<file path="config.mk">
export PLATFORM = sky130hd
export DESIGN_NAME = aes_req_arbiter
export DESIGN_NICKNAME = d
export VERILOG_FILES = /design/src/rtl/aes_pkg.sv /design/src/rtl/aes_rr_arb2.sv /design/src/rtl/aes_req_arbiter.sv
export SDC_FILE = /design/constraint.sdc
export NUM_CORES = 1
export LEC_CHECK = 0
export CAP_MARGIN = 10
export CORE_AREA = 5 5 401 403
export DETAILED_ROUTE_END_ITERATION = 8
export DIE_AREA = 0 0 406 408
export SYNTH_ARGS = -nofsm -noshare
export SYNTH_HDL_FRONTEND = slang
export SYNTH_SLANG_ARGS = --single-unit
</file>
<file path="constraint.sdc">
create_clock -name AES_clk -period 17.28 [get_ports AES_clk]
set_clock_uncertainty 0.15 [all_clocks]
set_input_delay 4.32 -clock AES_clk [delete_from_list [all_inputs] [get_ports AES_clk]]
set_output_delay 4.32 -clock AES_clk [all_outputs]
set_load 0.1 [all_outputs]
</file>
<file path="src/rtl/aes_pkg.sv">
// aes_pkg: shared FSM state, block type and parameter defaults for the AES request arbiter
package aes_pkg;
  typedef enum logic [1:0] {ST_IDLE, ST_RUN, ST_DONE, ST_GAP} state_t;
  typedef logic [127:0] blk_t;
  localparam int TIMEOUT_CYCLES_DEF = 64;
  localparam int GAP_CYCLES_DEF = 2;
endpackage

</file>
<file path="src/rtl/aes_rr_arb2.sv">
// aes_rr_arb2: two-requester round-robin grant with a last-served pointer
module aes_rr_arb2 (
  input  logic       clk,
  input  logic       rst,
  input  logic [1:0] req_i,
  input  logic       take_i,
  output logic [1:0] grant_o
);
  logic last_q;
  assign grant_o = &req_i ? (last_q ? 2'b01 : 2'b10) : req_i;
  // remember who was served on each accepted grant; starts at 1 so req0 wins first
  always_ff @(posedge clk or posedge rst)
    if (rst) last_q <= 1'b1;
    else if (take_i && |req_i) last_q <= grant_o[1];
endmodule

</file>
<file path="src/rtl/aes_req_arbiter.sv">
// aes_req_arbiter: shares one AES core between two requesters; AES_ARB_TIMEOUT_EN enables the RUN abort timer
module aes_req_arbiter
  import aes_pkg::*;
#(
  parameter int TIMEOUT_CYCLES = TIMEOUT_CYCLES_DEF,
  parameter int GAP_CYCLES     = GAP_CYCLES_DEF
) (
  input  logic         AES_clk,
  input  logic         AES_rst,
  input  logic         req0_valid,
  output logic         req0_ready,
  input  logic [127:0] req0_data,
  input  logic [127:0] req0_key,
  input  logic         req1_valid,
  output logic         req1_ready,
  input  logic [127:0] req1_data,
  input  logic [127:0] req1_key,
  output logic         resp_valid,
  input  logic         resp_ready,
  output logic         resp_id,
  output logic [127:0] resp_data,
  output logic         resp_timeout,
  output logic         aes_en,
  output logic [127:0] aes_data_in,
  output logic [127:0] aes_key_in,
  input  logic [127:0] aes_data_out,
  input  logic         aes_data_out_valid
);
  localparam int RW = $clog2(TIMEOUT_CYCLES + 1);
  localparam int GW = $clog2(GAP_CYCLES + 1);
`ifdef AES_ARB_TIMEOUT_EN
  localparam bit TO_EN = 1'b1;
`else
  localparam bit TO_EN = 1'b0;
`endif
  state_t        state_q;
  blk_t          data_q, key_q, resp_data_q;
  logic          aes_en_q, id_q, resp_valid_q, resp_id_q, resp_timeout_q;
  logic [RW-1:0] run_cnt_q;
  logic [GW-1:0] gap_cnt_q;
  logic [1:0]    grant;
  logic          idle, timeout;
  assign idle    = state_q == ST_IDLE;
  assign timeout = TO_EN && run_cnt_q == RW'(TIMEOUT_CYCLES - 1);
  aes_rr_arb2 u_arb (
    .clk(AES_clk),
    .rst(AES_rst),
    .req_i({req1_valid, req0_valid}),
    .take_i(idle),
    .grant_o(grant)
  );
  assign req0_ready   = ~AES_rst & idle & grant[0];
  assign req1_ready   = ~AES_rst & idle & grant[1];
  assign aes_en       = aes_en_q;
  assign aes_data_in  = data_q;
  assign aes_key_in   = key_q;
  assign resp_valid   = resp_valid_q;
  assign resp_id      = resp_id_q;
  assign resp_data    = resp_data_q;
  assign resp_timeout = TO_EN & resp_timeout_q;
  // job sequencing: accept a grant, drive the core, hold the result, then keep the core idle for the gap
  always_ff @(posedge AES_clk or posedge AES_rst) begin
    if (AES_rst) begin
      state_q        <= ST_IDLE;
      data_q         <= '0;
      key_q          <= '0;
      id_q           <= 1'b0;
      aes_en_q       <= 1'b0;
      resp_valid_q   <= 1'b0;
      resp_id_q      <= 1'b0;
      resp_data_q    <= '0;
      resp_timeout_q <= 1'b0;
      run_cnt_q      <= '0;
      gap_cnt_q      <= '0;
    end else begin
      unique case (state_q)
        ST_IDLE: if (|grant) begin
          state_q  <= ST_RUN;
          aes_en_q <= 1'b1;
          id_q     <= grant[1];
          data_q   <= grant[1] ? req1_data : req0_data;
          key_q    <= grant[1] ? req1_key : req0_key;
        end
        ST_RUN: if (aes_data_out_valid || timeout) begin
          state_q        <= ST_DONE;
          aes_en_q       <= 1'b0;
          data_q         <= '0;
          key_q          <= '0;
          run_cnt_q      <= '0;
          resp_valid_q   <= 1'b1;
          resp_id_q      <= id_q;
          resp_timeout_q <= ~aes_data_out_valid;
          resp_data_q    <= aes_data_out_valid ? aes_data_out : '0;
        end else if (TO_EN) run_cnt_q <= run_cnt_q + RW'(1);
        ST_DONE: if (resp_ready) begin
          state_q      <= ST_GAP;
          resp_valid_q <= 1'b0;
        end
        ST_GAP: if (gap_cnt_q == GW'(GAP_CYCLES - 1)) begin
          state_q   <= ST_IDLE;
          gap_cnt_q <= '0;
        end else gap_cnt_q <= gap_cnt_q + GW'(1);
        default: state_q <= ST_IDLE;
      endcase
    end
  end
endmodule

</file>
* After elaboration in Yosys (flattened, before gate mapping) *
Cells that the tools add are included.

cells by class
  divide/modulo/power cells = 0
  bitwise gates (word level) = 4
  add/subtract/negate cells = 1
  muxes and demuxes = 21
  multiply operators = 0
  eq/ne operators = 8
  shift operators = 0
  reductions and logical operators = 12
  magnitude comparators = 0

operators by type and width
  operator               count
  $mux W128              5
  $pmux W128 S2          2
  $mux W2                7
  $pmux W2 S4            1
  $ne A2 B2 Y1 const B   3
  $reduce_and A2 Y1      3
  $reduce_and A3 Y1      2
  $eq A2 B1 Y1 const B   2
  $eq A2 B2 Y1 const B   2
  $mux W1                4
  $pmux W1 S2            2
  $reduce_and A4 Y1      1
  $reduce_bool A2 Y1     2
  $reduce_or A2 Y1       2
  $and A1 B1 Y1          3
  $add A2 B1 Y2 const B  1
  $logic_not A2 Y1       1
  $ne A2 B1 Y1 const B   1
  $logic_and A1 B1 Y1    1
  $not A1 Y1             1

word-level totals
  bits in registers = 393
  bits in latches = 0
  output and inout bits = 390
  memory bits (writable) = 0
  memories kept = 0
  ROM bits = 0
  word-level logic and storage cells = 56
  bits of input ports = 646

* Depth between registers and ports, before layout *
  word-level depth = 5
  gate-level depth with buffers = 9
  mapped depth without buffers = 5

* Cells and area by module *
From an unflattened synthesis, not the netlist that was laid out.

unflattened totals
  cells, all modules = 1,431
  area, all modules = 18,527.8 um2

modules (own cells, without submodules)
  module           area an instance (um2)  seq. area each (um2)  cells each  instances
  aes_req_arbiter  18,467.7                9,809.4               1,424       1
  aes_rr_arb2      60.1                    26.3                  7           1

* Least setup slack after synthesis *
No wires, ideal clock.

  path kind = in2out
  start = input port AES_rst
  end = output port req1_ready
  cell stages on the path = 2
  required time = 12.810 ns
  arrival time = 14.038 ns
  buffers on the path = 0
  slack = -1.228 ns
  cells stage by stage = inv_1 and3_1

on the way
  longest elaborated chain between the ends = 3

ends and longest elaborated chain
  item                        line                   RTL
  from (decl)                 aes_req_arbiter.sv:9   input logic AES_rst,
  $not A1 Y1                  aes_req_arbiter.sv:53  assign req1_ready = ~AES_rst & idle & grant[1];
  $and A1 B1 Y1 (2 in a row)  aes_req_arbiter.sv:53
  to (decl)                   aes_req_arbiter.sv:15  output logic req1_ready,

No other way between the ends.

* Final worst setup path *
Ends and elaborated chain as after synthesis.

==> impl_metrics.csv <==
group,metric,value,unit
hold_path,hp-class,"reg -> reg",
cts,holdBufCountCts,0,
cts,cts.reportedPaths.clkPinSlew,0.05,ns
synth,yosysWarnings,0,
timing,fin_crit,11.55,ns
synth,synth_edf_count,0,
synth,syn_avg_cell_area,14.7,um2
synth,synthTopCellsByCount,"dfrtp_1, mux2i_1, o2bb2ai_1, mux2_2, clkbuf_1",
cells_and_area,area_delta_synth_final,82.6,%
route,drc,0,
synth,synth_top_area_cell,"dfrtp_1",
route,wl,119,mm
flow_run,drv_cap,0,
route,final_antenna_net_count,0,
cts,clock_tree.buffer_depth,3,
placement,gp_congestion,0.935,
timing,fin_ws,5.73,ns
worst_setup_path,cp.arrival,7.08,ns
route,wire_per_inst,27.6,um
floorplan,die_h,408,um
route,vias,15200,
floorplan,die_x,406,um
worst_setup_path,path_class,"in -> out",
power_and_ir_drop,power_density,236,nW/um2
cells_and_area,drive_gt1_share,16.4,%
synth,yosysMostFrequentCell,"dfrtp_1",
synth,synthCells,1174,
floorplan,die_area,166000,um2
floorplan,core,157000,um2
outcome,run_status,"finished clean",
synth,async_flop_share,100,%
timing,setup-violations-final,0,
global_routing,grt_antenna_before_repair,98,
floorplan,rows,146,
synth,netlist_area,17200,um2
synth,syn_nets,1825,
cts,cts_tree,"done",
route,drtIter0Drc,944,
timing,timing.fmax,0.0866,GHz
worst_setup_path,cp.required,12.81,ns
synth,ys_ff_latch,393,
synth,ys_types,31,
cells_and_area,post-route-util,20.0,%
timing,slew_headroom,20.1,%
cts,cts-resized-gates,0,
timing,worst_pin_slew,1.20,ns
worst_setup_path,critPathMaxFanout,35,
placement,pre_cts_slack,5.69,ns
cts,cts_buffers,51,
route,drt_first_pass_iters,5,
global_routing,grt_pass1_vias,15900,
cts,insertion_delay,0.62,ns
synth,synth_area_leaders,"dfrtp_1, mux2i_1, o2bb2ai_1",
cells_and_area,fin_nets,2833,
timing,tns,0,ns
timing,maxSlewViolCount,0,
global_routing,grt_util_all_layers,13.8,%
timing,rsz0062_at_grt,"false",
global_routing,grt_max_degree,81,
floorplan,initial_core_util,11.0,%
synth,ys_seq_area_share,57.2,%
cts,cts_sinks,393,
synth,ys.flop_type,"dfrtp_1",
worst_setup_path,worstSetupEndpointType,"output pin",
timing,hold_viol_final,0,
global_routing,grt_overflow,0,
power_and_ir_drop,p_leak,12.5,nW
placement,port_buffers,1034,
floorplan,pin_count,1036,
synth,synth_top_area_share,57.0,%
cts,post-cts-setup-buffers,0,
cts,cts_max_level,2,
power_and_ir_drop,vdd_drop_max,98.9,uV
placement,hpwlAfterDp,101,mm
worst_setup_path,start_kind,"primary input",
cts,clock-root-buffer,"clkbuf_16",
timing,fin_crit_sh,66.8,%
global_routing,grt_pass1_wl,155,mm
route,vias_per_cell,3.52,
## layer usage
| layer | vias to the layer above | share of wire (%) | global-route usage, % | routed length, um |
|---|---|---|---|---|
| li1 | 6524 | - | - | - |
| met1 | 7686 | 40 | 16.8 | 48100 |
| met2 | 762 | 48 | 23.4 | 56900 |
| met3 | 199 | 9.4 | 5.08 | 11200 |
| met4 | 28 | 2.4 | 2.59 | 2840 |
| met5 | - | 0.14 | 0 | 171 |
## layout by cell type (no fill, tap or decap), types with 6 or more instances in the layout
cell	n
diode_2	23
mux2_2	130
mux2i_1	258
o2bb2ai_2	20
clkinvlp_4	6
bufinv_16	12
buf_4	113
clkbuf_8	9
clkdlybuf4s50_1	944
clkinv_2	10
clkbuf_16	51
dfrtp_1	392
o2bb2ai_1	236
## worst max-delay path: stages
cell and delay [ns]:
clkdlybuf4s50_1 0.54, clkinvlp_4 0.66, and3_1 0.53, clkdlybuf4s50_1 1.00
## state kept, by name, summed over array words and instances, names as in the netlist
register / flops
aes_data_in: 128
aes_en: 1
aes_key_in: 128
gap_cnt_q: 2
id_q: 1
resp_data: 128
resp_id: 1
resp_valid: 1
state_q: 2
u_arb.last_q: 1
## logic make-up after synthesis
| family | share of synthesized area, % |
|---|---|
| flops | 57.2 |
| mux | 23.5 |
| compound gates | 14.2 |
| buf+inv | 4.21 |
| simple gates | 0.422 |
| fa+ha+maj | 0.364 |
| other cells | 0.0218 |
| xor+xnor | 0.0509 |
## report_power, final
group / switching, mW / internal [mW] / leakage [nW]
Sequential: 0.225 / 1.29 / 5.00
Combinational: 3.56 / 1.09 / 6.56
Clock: 0.477 / 0.763 / 0.943
Total: 4.26 / 3.14 / 12.5
## stage by stage
stage / cells / hold slack (ns) / area, um2 / total power [mW]
finish: 4320 / 0.338 / 31400 / 7.40
detailed placement: 4201 / 0.323 / 29400 / 6.23
global placement: 4201 / 0.321 / 29400 / 6.20
floorplan: 1174 / 0.309 / 17200 / 4.90
CTS: 4297 / 0.337 / 31400 / 7.51
global route: 4299 / 0.346 / 31400 / 7.64
## worst paths after layout
path | from | cells past startpoint | slack (ns) | endpoint
min in group asynchronous | AES_rst | 2 | 4.09 | resp_data[116]
max in group asynchronous | AES_rst | 5 | 10.14 | aes_data_in[13]
max reg2reg | u_arb.last_q | 7 | 13.26 | aes_key_in[125]
min reg2reg | aes_key_in[24] | 1 | 0.34 | aes_key_in[24]
min | aes_key_in[24] | 1 | 0.34 | aes_key_in[24]
max | AES_rst | 4 | 5.73 | req1_ready
## layout make-up
type / instances / area, um2
Fill cell: 17100 / 126000
Timing Repair Buffer: 1057 / 10300
Sequential cell: 393 / 9840
Multi-Input combinational cell: 674 / 6680
Tap cell: 2072 / 2590
Clock buffer: 63 / 1410
Clock inverter: 33 / 527
Antenna cell: 23 / 57.6
Inverter: 5 / 22.5
(Power assumes the default switching activity.)
